===== src/rtl/regfile_pkg.sv =====
// Shared regfile writeback types and constants.
// Imported by the writeback arbiter and its hold slots.
package regfile_pkg;

  localparam int REG_ADDR_W = 4;
  localparam int DATA_W     = 32;
  localparam int NUM_REGS   = 15;
  localparam int PC_IDX     = 15;

  typedef struct packed {
    logic [REG_ADDR_W-1:0] dest;
    logic [DATA_W-1:0]     data;
  } wb_req_t;

  function automatic logic is_pc(
    input logic [REG_ADDR_W-1:0] d
  );
    return d == REG_ADDR_W'(PC_IDX);
  endfunction

  function automatic logic [NUM_REGS-1:0] dest_onehot(
    input logic                  v,
    input logic [REG_ADDR_W-1:0] d
  );
    logic [NUM_REGS-1:0] r;
    r = '0;
    for (int i = 0; i < NUM_REGS; i++)
      r[i] = v && (d == REG_ADDR_W'(i));
    return r;
  endfunction

endpackage


===== src/rtl/wb_hold_slot.sv =====
// One-entry writeback hold buffer with valid/ready input.
// Drains on pop (granted) or flush (discarded), refill allowed same cycle.
module wb_hold_slot
  import regfile_pkg::*;
(
  input  logic    clk,
  input  logic    rst,
  input  logic    in_valid,
  input  wb_req_t in_req,
  input  logic    pop,
  input  logic    flush,
  output logic    ready,
  output logic    valid,
  output wb_req_t req
);

  logic load;

  assign ready = !valid || pop;
  assign load  = in_valid && ready;

  // Entry register: load wins over drain so a granted slot can refill.
  always_ff @(posedge clk or negedge rst) begin
    if (!rst) begin
      valid <= 1'b0;
      req   <= '0;
    end else if (load) begin
      valid <= 1'b1;
      req   <= in_req;
    end else if (pop || flush) begin
      valid <= 1'b0;
    end
  end

endmodule


===== src/rtl/regfile_wb_arbiter.sv =====
// Two-source regfile writeback arbiter, MEM over ALU, same-dest age order.
// Optional ALU starvation guard enabled by macro WB_STARVE_GUARD_EN.
module regfile_wb_arbiter
  import regfile_pkg::*;
#(
  parameter int STARVE_LIMIT = 3
) (
  input  logic                  clk,
  input  logic                  rst,
  input  logic                  alu_valid,
  input  logic [REG_ADDR_W-1:0] alu_dest,
  input  logic [DATA_W-1:0]     alu_data,
  output logic                  alu_ready,
  input  logic                  mem_valid,
  input  logic [REG_ADDR_W-1:0] mem_dest,
  input  logic [DATA_W-1:0]     mem_data,
  output logic                  mem_ready,
  output logic                  wb_en,
  output logic [REG_ADDR_W-1:0] wb_dest,
  output logic [DATA_W-1:0]     wb_data,
  output logic [NUM_REGS-1:0]   busy,
  output logic                  drop_pc
);

  wb_req_t alu_in, mem_in, alu_q, mem_q;
  logic    alu_v, mem_v;
  logic    alu_live, mem_live;
  logic    alu_drop, mem_drop;
  logic    alu_gnt, mem_gnt;
  logic    alu_load, mem_load;
  logic    mem_older;
  logic    starve;

  assign alu_in = '{dest: alu_dest, data: alu_data};
  assign mem_in = '{dest: mem_dest, data: mem_data};

  wb_hold_slot u_alu_slot (
    .clk      (clk),
    .rst      (rst),
    .in_valid (alu_valid),
    .in_req   (alu_in),
    .pop      (alu_gnt),
    .flush    (alu_drop),
    .ready    (alu_ready),
    .valid    (alu_v),
    .req      (alu_q)
  );

  wb_hold_slot u_mem_slot (
    .clk      (clk),
    .rst      (rst),
    .in_valid (mem_valid),
    .in_req   (mem_in),
    .pop      (mem_gnt),
    .flush    (mem_drop),
    .ready    (mem_ready),
    .valid    (mem_v),
    .req      (mem_q)
  );

  assign alu_drop = alu_v && is_pc(alu_q.dest);
  assign mem_drop = mem_v && is_pc(mem_q.dest);
  assign alu_live = alu_v && !alu_drop;
  assign mem_live = mem_v && !mem_drop;
  assign alu_load = alu_valid && alu_ready;
  assign mem_load = mem_valid && mem_ready;

`ifdef WB_STARVE_GUARD_EN
  localparam int CNT_W = $clog2(STARVE_LIMIT + 1);

  logic [CNT_W-1:0] starve_cnt;

  assign starve = starve_cnt == CNT_W'(STARVE_LIMIT);

  // Count consecutive cycles a live ALU entry loses arbitration.
  always_ff @(posedge clk or negedge rst) begin
    if (!rst)
      starve_cnt <= '0;
    else if (!alu_live || alu_gnt)
      starve_cnt <= '0;
    else if (!starve)
      starve_cnt <= starve_cnt + 1'b1;
  end
`else
  assign starve = 1'b0;
`endif

  // Track which slot holds the older entry; MEM wins a same-edge tie.
  always_ff @(posedge clk or negedge rst) begin
    if (!rst)
      mem_older <= 1'b0;
    else if (alu_load)
      mem_older <= 1'b1;
    else if (mem_load)
      mem_older <= 1'b0;
  end

  // Pulse drop_pc the cycle after any PC-targeted entry is discarded.
  always_ff @(posedge clk or negedge rst) begin
    if (!rst)
      drop_pc <= 1'b0;
    else
      drop_pc <= alu_drop || mem_drop;
  end

  // Grant select: age order on equal dest, else MEM unless ALU starved.
  always_comb begin
    alu_gnt = 1'b0;
    mem_gnt = 1'b0;
    unique case (1'b1)
      alu_live && mem_live && (alu_q.dest == mem_q.dest): begin
        if (mem_older) mem_gnt = 1'b1;
        else           alu_gnt = 1'b1;
      end
      alu_live && mem_live && (alu_q.dest != mem_q.dest): begin
        if (starve) alu_gnt = 1'b1;
        else        mem_gnt = 1'b1;
      end
      alu_live && !mem_live: alu_gnt = 1'b1;
      mem_live && !alu_live: mem_gnt = 1'b1;
      default: ;
    endcase
  end

  // Drive the single regfile write port from the granted slot.
  always_comb begin
    wb_en   = alu_gnt || mem_gnt;
    wb_dest = '0;
    wb_data = '0;
    if (mem_gnt) begin
      wb_dest = mem_q.dest;
      wb_data = mem_q.data;
    end else if (alu_gnt) begin
      wb_dest = alu_q.dest;
      wb_data = alu_q.data;
    end
  end

  assign busy = dest_onehot(alu_live, alu_q.dest)
              | dest_onehot(mem_live, mem_q.dest);

endmodule


===== config.mk =====
export PLATFORM = sky130hd
export DESIGN_NAME = regfile_wb_arbiter
export DESIGN_NICKNAME = d
export VERILOG_FILES = /design/src/rtl/regfile_pkg.sv /design/src/rtl/wb_hold_slot.sv /design/src/rtl/regfile_wb_arbiter.sv
export SDC_FILE = /design/constraint.sdc
export NUM_CORES = 1
export LEC_CHECK = 0
export BUFFER_PORTS_ARGS = -buffer_cell sky130_fd_sc_hd__buf_2
export CELL_PAD_IN_SITES_DETAIL_PLACEMENT = 1
export CELL_PAD_IN_SITES_GLOBAL_PLACEMENT = 1
export CORE_MARGIN = 2
export CORE_UTILIZATION = 41
export DETAILED_ROUTE_END_ITERATION = 10
export PLACE_DENSITY = 0.89
export REMOVE_ABC_BUFFERS = 1
export SETUP_SLACK_MARGIN = 0.5
export SLEW_MARGIN = 10
export SYNTH_ARGS = -nofsm -noshare
export SYNTH_HDL_FRONTEND = slang
export SYNTH_HIERARCHICAL = 1
export SYNTH_SLANG_ARGS = --single-unit

===== constraint.sdc =====
create_clock -name clk -period 2.9 [get_ports clk]
set_input_delay 0.58 -clock clk [delete_from_list [all_inputs] [get_ports clk]]
set_output_delay 0.58 -clock clk [all_outputs]
set_load 0.01 [all_outputs]

==> results by stage, run 1 <==
Run status:
- The flow ran to the end, and the final reports show no timing, DRC or antenna violations.

Synth:
- The dominant register cell in the synthesized netlist is dfrtp_1.
- The total of flip-flops plus latches after synthesis is 76.
- The mux cell area share after synthesis is 0.2605.
- Of the total synthesized cell area, the portion taken by XOR and XNOR cells is 0.008872.
- Of the post-synthesis cell area, the dominant cell type holds 0.4816.
- The post-synth design cell area is a little under 4000 sq um.
- The cell taking the most area after synthesis is dfrtp_1.
- Counting every instance in the synthesized netlist gives approximately 270.
- Dividing the synthesized area by the synthesized cell count gives 14.90 sq um.
- For this run, the register share of the synthesized area comes to 0.4816.
- The area fraction in compound gates after synthesis is 0.1290.
- The fraction of the mapped netlist area in simple logic gates is 0.06496.
- After synthesis, the share of flip-flops with an asynchronous set or reset is 1.000.
- The warning count from the yosys run is 6.
- The main combinational cell family by area after synthesis is multiplexers.
- The number of enable-type register cells in the synthesized netlist is 0.
- The number of library cell types mapped by synthesis is 28.
- The adder and majority gate portion of the synthesized area is 0.
- In the post-synthesis netlist, the biggest area contributors are dfrtp_1 (48%), mux2_4 (22%), a32o_1 (8.6%), mux2_2 (4.0%), buf_12 (3.0%).

Job:
- Across the run, the number of max-cap violations was 0.

Floorplan:
- The floorplan step set the die width to 102.1 um.
- The initial utilization of the core area, before any placement, comes to 0.4253.
- The core area is 9284 sq um.
- The initialized floorplan defines 35 standard-cell rows.
- The die extent in y is between 100 and 150 um.
- The boundary pin count is 131.
- The total die area is 10,430 sq um.

Timing:
- The tightest hold margin is 0.3719 ns.
- The setup-violating endpoint count in the final report is 0.
- Measured against its own limit, the worst slew margin works out to 0.3609.
- At the pin with the least slew margin, the transition time is 0.9587 ns.
- The post-route clock skew is between 0.009 and 0.01 ns.
- The worst path needs 2.782 ns of the cycle, external delays included.
- The summed negative setup slack over all endpoints is 0 ns.
- The ratio of final minimum period to clock period is 0.9592.
- The max-slew violation count is 0.
- The count of final hold-check violations was 0.
- The worst path meets setup with 0.1184 ns of slack.
- The peak clock frequency supported by timing is 359.5 MHz.
- Setup repair after global routing could not meet its margin everywhere.

Detailed routing:
- For this block, the via count after detailed routing is 2,900.
- For this block, the initial DRC count from the detailed router was 84.
- Once detail routing completed, the nets flagged for antenna violations numbered 0.
- In the final routed layout, each cell accounts on average for 20.14 um.
- The count of TritonRoute iterations in the first routing pass is 4.
- The total length of routed wires is ~11,000 um.
- In the routed layout, each cell is associated on average with a via count of about 5.3.
- For this run, design rule violations remaining after detail routing come to 0.

Layout:
- The layout net count is 486.
- After filler insertion, the fill cell instance count of the layout stands at 991.
- 0 antenna diodes ended up in the layout.
- The fraction of layout instances using a drive strength above 1 is 0.6482.
- From synthesis to final layout, the design area changed by 30.99%.

Power and ir drop:
- The total power divided by cell area is 1363 nW/um^2.
- The overall power after layout is a little over 7 mW.
- IR analysis of the VDD net gives a maximum drop of 0.0005070 V.
- For this design the static power due to leakage is 2.526 nW.

Critical path:
- STA classifies the critical path startpoint as a register.
- The critical path is of the reg2out type.
- The endpoint type of the worst setup path is an output pin.
- The largest fanout on the critical path is 21.
- The largest delay contributor family on the critical path is compound AO/OA/AOI/OAI gates.
- The critical path goes through buf_6 -> and4_4 -> nand2b_4 -> o41a_1 -> buf_8 -> a32o_1 -> buf_2.
- At the worst endpoint, the arrival time is 2.20 ns.
- The total buffers and inverters traversed by the critical path is 3.
- For this run, the slowest stage of the critical path takes around 0.43 ns.
- Data on the critical path is required at its endpoint by roughly 2.3 ns.
- The master of the slowest instance on the critical path is o41a_1.

GRT:
- The first global-routing pass estimated 17,200 um of wire.
- The number of antenna violations at the first check in global routing is 0.
- The number of global-route vias before repair is 3,279.
- Entering global routing, the biggest net connects 77 pins.
- The global router's overall resource usage is 0.2179.
- The total overflow reported by the global router is 0.

Place:
- The placed wire-length estimate is approximately 7100 um.
- The congestion estimate from routability-driven global placement came to 0.7863.
- In this run the tool buffered the top-level ports with 130 buffer cells.
- The placement-stage worst setup slack is 0.02743 ns.

CTS:
- The CTS tree is done.
- The number of sinks on the clock net is 76.
- The clock latency at the later pin of the worst-skew pair is 0.35 ns.
- In this run the clock root is driven by a clkbuf_8.
- The count of hold buffers inserted by post-cts repair is 0.
- The clock passes through at most 2 buffers.
- The clock tree synthesis step divided the H-tree into 3 levels.
- The number of buffers created by CTS is 9.
- The clock-pin slew on the worst setup and hold paths is 0.08 ns.

Min path:
- The path class of the tightest hold or removal check is in2async.
[path summary, 6_finish.rpt]
| kind | from | end | slack (ns) | depth (start not counted) |
|---|---|---|---|---|
| max in group asynchronous | rst | u_alu_slot/req[34]$_DFFE_PN0P_ | 1.83 | 1 |
| setup / recovery | u_alu_slot/req[35]$_DFFE_PN0P_ | wb_data[4] | 0.12 | 7 |
| hold / removal | rst | u_mem_slot/req[0]$_DFFE_PN0P_ | 0.37 | 1 |
| min in group clk | mem_data[2] | u_mem_slot/req[2]$_DFFE_PN0P_ | 0.46 | 2 |
| hold reg to reg | u_mem_slot/req[18]$_DFFE_PN0P_ | u_mem_slot/req[18]$_DFFE_PN0P_ | 0.52 | 1 |
| setup reg to reg | u_alu_slot/req[35]$_DFFE_PN0P_ | u_mem_slot/req[30]$_DFFE_PN0P_ | 0.34 | 8 |
[cell usage after synthesis, types with 2 or more instances]
library cell / n
a32o_1: 34
buf_12: 6
buf_2: 6
buf_6: 5
clkbuf_1: 3
dfrtp_1: 76
mux2_2: 14
mux2_4: 58
nand2_1: 7
nand2_8: 2
nand2b_1: 4
nand2b_4: 3
nand3_1: 5
nand3b_1: 4
nor2_1: 2
o21ai_0: 4
o22ai_1: 16
or2_2: 3
or3b_2: 2
xnor2_1: 3
[cell type report]
type | instances | area, sq um | share of cell area
multi-input cells | 170 | 1941 | 0.3752
flip-flops and latches | 76 | 1903 | 0.3679
clock buffers | 11 | 141.4 | 0.02733
repair buffers | 153 | 967.2 | 0.1870
well taps | 129 | 161.4 | 0.03120
clock inverters | 5 | 58.81 | 0.01137
[report_power, final]
part	internal, mW	switching [mW]
sequential	1.60	0.418
combinational	2.29	1.92
clock	0.423	0.394
total	4.32	2.74
[state kept, by name (all words and copies together), names as in the netlist]
| signal | cells |
|---|---|
| drop_pc | 1 |
| mem_older | 1 |
| u_alu_slot/req | 36 |
| u_alu_slot/valid | 1 |
| u_mem_slot/req | 36 |
| u_mem_slot/valid | 1 |
[worst register-to-register path, cell delays in order (launching register included)]
cell and delay, ns:
dfrtp_1 0.42, buf_6 0.13, and4_4 0.18, nand2b_4 0.13, o41a_1 0.43, buf_8 0.19
nand2b_4 0.20, nand2_8 0.35, mux2_2 0.41
[cell families after synthesis]
logic type	after synthesis
AOI/OAI and AO/OA	58
DFF	76
muxes	72
and+or+nand+nor	35
xor gates and xnor gates	4
buffers and inverters	20
[cells in the final DEF, fill, tap and decap left out, types with 2 or more instances in the layout]
master / synthesis / final
a32o_1: 34 / 34
or3b_4: 0 / 2
bufbuf_16: 0 / 2
nand2_8: 2 / 3
clkbuf_8: 0 / 10
o21ai_0: 4 / 2
nand2b_4: 3 / 3
o22ai_1: 16 / 10
buf_4: 0 / 11
buf_12: 6 / 2
nand2_1: 7 / 5
nand3b_1: 4 / 4
xnor2_2: 0 / 2
clkinvlp_4: 0 / 2
dfrtp_1: 76 / 75
o22ai_2: 0 / 6
mux2_2: 14 / 14
mux2_4: 58 / 58
nand2b_1: 4 / 4
buf_6: 5 / 9
or2_2: 3 / 2
nor2_1: 2 / 2
nand3_1: 5 / 4
buf_2: 6 / 127
[repair_timing]
| action | CTS | global route |
|---|---|---|
| gates cloned | 4 | 0 |
| gates resized for setup | 26 | 17 |
| setup buffers | 5 | 4 |
| endpoints found under the setup margin | 112 | 117 |
| pin swaps | 4 | 8 |
[stage by stage]
| stage | cells | util | instance area [sq um] |
|---|---|---|---|
| 2_1_floorplan | 245 | - | 3731 |
| 3_3_place_gp | 515 | 0.4985 | 4628 |
| 3_5_place_dp | 515 | 0.4985 | 4628 |
| 4_1_cts | 540 | 0.5460 | 5069 |
| 5_1_grt | 544 | 0.5571 | 5172 |
| 6_report | 544 | 0.5571 | 5172 |
[routing by layer]
metal	vias up	global-route usage	part of all wire
li1	1309	-	-
met1	1481	0.2825	0.44
met2	93	0.3694	0.50
met3	17	0.04446	0.045
met4	0	0.06667	0.017
met5	-	0	0
Power figures use the tool's default switching activity.
==> run 2, diff against run 1 <==
ABC_AREA = 1   (was default)
CORE_UTILIZATION = 38   (was 41)
PLACE_DENSITY = 0.88   (was 0.89)
==> results by stage, run 2 <==
Layout:
- The largest registers in the layout are u_alu_slot/req (36), u_mem_slot/req (36).
- For this run, the post-layout net count is 753.
- The filler cell count in the final layout is 1,380.
- The final standard cell utilization of the core is 0.5217.
- The area of the multi-input gates is ~2200 sq um.
- Leaving out fill and tap cells, the most frequent cell in the layout is nand2_1.
- Leaving out fill and tap cells, the most frequent cells in the layout are nand2_1 (232), buf_2 (128), nand3_2 (69), dfrtp_1 (68), nand3_1 (45).
- From synthesis to final layout, the design area changed by 33.59%.
- The fraction of layout instances using a drive strength above 1 is 0.4443.
- Summing all flip-flop and latch instances after layout gives 1912 sq um.
- The number of antenna diodes in the final layout is 0.

Floorplan:
- The initialized floorplan defines 39 standard-cell rows.
- The floorplan step defined a die boundary enclosing 12,620 sq um.
- 131 I/O pins were placed.
- The die extent in y is 112.3 um.
- For this configuration, the core starts out at a cell density of 0.3905.
- From left edge to right edge, the die measures 112.3 um.
- The total area inside the core boundary comes to 11,420 sq um.

Place:
- The placer congestion estimate is approximately 0.90.
- The number of buffers added on ports is 130.
- After legalization and detailed placement, the total HPWL measured 8835 um.

Synth:
- Summed over all instances, the cell type with the most area after synthesis is dfrtp_1.
- Of the post-synthesis cell area, the dominant cell type holds 0.4265.
- The dominant register cell in the synthesized netlist is dfrtp_1.
- The most common cell in the netlist is nand2_1.
- The share of flip-flops with an asynchronous set or reset is 1.000.
- A synthesized cell averages 8.625 sq um.
- The number of library cell types mapped by synthesis is 22.
- Yosys attributes the largest share of cell area to dfrtp_1 (43%), nand2_1 (20%), nand3_2 (16%), nand3_1 (5.1%), buf_12 (4.5%).
- In the synthesized netlist, the cells that appear most often are nand2_1 (236), dfrtp_1 (76), nand3_2 (70).
- The number of cells produced by synthesis is 517.
- After synthesis the netlist holds a flip-flop and latch count of 76.
- In this run, synthesis inferred 0 flip-flops with an integrated enable.
- The warning count from the yosys run is 6.
- In this run the cell area of the synthesized design comes to 4459 sq um.
- The portion of the post-synthesis area used by sequential elements is 0.4265.

Job:
- The number of max-cap violations is 0.

Critical path:
- Of all nets on the critical path, the largest fanout is 9.
- STA classifies the critical path startpoint as a register.
- The signal on the critical path passes through inv_2 -> a21oi_2 -> nand2_2 -> nor2_4 -> nand2_8 -> buf_12 -> clkbuf_16 -> nand3_2 -> nand2_1 -> buf_2.
- Data on the critical path arrives at its endpoint at ~2.0 ns.
- Together, buffers and inverters on the worst path number 4.
- The worst setup path is captured at an output pin.
- The required time at the endpoint of the critical path is 2.32 ns.
- The maximum single-stage delay on the critical path is about 0.41 ns.
- On the critical path, the stage with the largest delay is an instance of dfrtp_1.
- The type of the worst setup path is reg2out.
- The largest delay contributor family on the critical path is buffers and inverters.

Detailed routing:
- The post-detailed-route wirelength per cell is 20.61 um.
- The mean number of vias per cell is 5.390.
- Once detail routing completed, the nets flagged for antenna violations numbered 0.
- The total length of routed wires is between 15,000 and 20,000 um.
- The overall via count from detail_route is 4,447.
- The count of TritonRoute iterations in the first routing pass is 5.
- In this run, the number of DRC markers left after iteration 0 of detailed routing was between 200 and 300.
- After detailed routing, the number of remaining DRC violations is 0.

GRT:
- The first global-routing pass estimated approximately 26,000 um of wire.
- Entering global routing, the biggest net connects between 70 and 80 pins.
- The total overflow reported by the global router is 0.
- The number of global-route vias before repair was 4,660.
- The global router's overall resource usage is 0.2604.
- The number of antenna violations at the first check in global routing was 0.

Power and ir drop:
- The fraction of power consumed by the clock network is 0.165.
- Dividing total power by cell area gives a power density of roughly 1300 nW/um^2.
- The completed layout was analyzed and its total power is 7.747 mW.
- The switching portion of total power is 0.4657.
- The internal portion of the total power is 4.140 mW.
- The leakage power is 3.208 nW.
- The share of total power dissipated in sequential elements is 0.265.
- In this run the power spent charging and discharging nets is 3.608 mW.
- The worst-case IR drop observed on VDD is 0.0005194 V.
- The fraction of power consumed by combinational cells is 0.571.

CTS:
- The number of buffers created by CTS is 9.
- The total number of H-tree levels is 3.
- The cell at the root of the clock tree is clkbuf_16.
- The clock-pin slew on the worst setup and hold paths is ~0.060 ns.
- The clock drives 76 sinks.
- TritonCTS built the clock tree.
- The deepest clock path buffer count is 2.
- The clock latency at the later pin of the worst-skew pair is 0.33 ns.

Timing:
- The setup-violating endpoint count in the final report is 0.
- The transition time at the pin with the least slew margin is 0.9874 ns.
- The max-slew violation count is 0.
- The count of final hold-check violations is 0.
- Headroom to the max-slew limit came out at 0.3417.
- Static timing analysis puts the maximum clock frequency at 381.0 MHz.
- Setup repair after global routing could not meet its margin everywhere.
- The clock period minus final worst setup slack is 2.624 ns.
- For the final database, setup skew stands at between 0.009 and 0.01 ns.
- Dividing the final minimum period by the clock period gives 0.9050.
- In the final timing run, aggregate negative setup slack is 0 ns.

Run status:
- The flow ran to the end, and the final reports show no timing, DRC or antenna violations.

Min path:
- The path class of the tightest hold or removal check is in2async.
run 2: layout make-up:
cell class / count / share of cell area
Multi-Input combinational cell: 395 / 0.3753
Sequential cell: 76 / 0.3209
Timing Repair Buffer: 180 / 0.2042
Clock buffer: 13 / 0.04537
Tap cell: 143 / 0.03004
Inverter: 15 / 0.01281
Clock inverter: 3 / 0.01134
run 2: repair_timing:
action | CTS | global route
gates resized for setup | 46 | 12
setup buffers | 22 | 17
pin swaps | 8 | 2
setup endpoints to repair | 39 | 48
hold buffers | 0 | 0
gates cloned | 6 | 1
run 2: stage by stage:
| stage | hold WS, ns | setup slack, ns | area [sq um] | std cells |
|---|---|---|---|---|
| floorplan | 0.2844 | 0.5071 | 4058 | 484 |
| global placement | 0.4543 | 0.5062 | 4935 | 763 |
| detailed placement | 0.4593 | 0.4559 | 4935 | 763 |
| CTS | 0.4500 | 0.4342 | 5764 | 807 |
| global route | 0.4836 | 0.2213 | 5957 | 825 |
| finish | 0.3970 | 0.2756 | 5957 | 825 |
run 2: final timing paths:
check,start,to,slack (ns),cells after the start
setup / recovery,u_mem_slot/req[35]$_DFFE_PN0P_,wb_data[5],0.28,10
hold / removal,rst,u_mem_slot/req[32]$_DFFE_PN0P_,0.40,1
setup reg to reg,u_mem_slot/req[35]$_DFFE_PN0P_,u_alu_slot/req[26]$_DFFE_PN0P_,0.54,13
hold reg to reg,u_alu_slot/req[9]$_DFFE_PN0P_,u_alu_slot/req[9]$_DFFE_PN0P_,0.48,2
max in group asynchronous,rst,u_mem_slot/req[34]$_DFFE_PN0P_,1.79,1
min in group clk,alu_data[9],u_alu_slot/req[9]$_DFFE_PN0P_,0.47,3
run 2: logic make-up after synthesis:
logic type      synth area share
flops                     0.4265
compound gates           0.03536
buf+inv                   0.1027
simple gates              0.4355
run 2: per-layer routing:
layer  part of all wire  vias up  global-route usage
li1                   -     1997                   -
met1               0.41     2223              0.3264
met2               0.51      185              0.4530
met3              0.053       42             0.03078
met4              0.032        0              0.1146
met5                  0        -                   0
run 2: power groups by stage:
stage	clock network (mW)	logic [mW]	registers (mW)
final	1.27	4.42	2.05
after global routing	1.34	4.76	2.11
after CTS	1.28	3.96	2.02
after detailed placement	0	3.22	2.01
after global placement	0	3.10	1.97
after floorplan	0	2.03	1.90
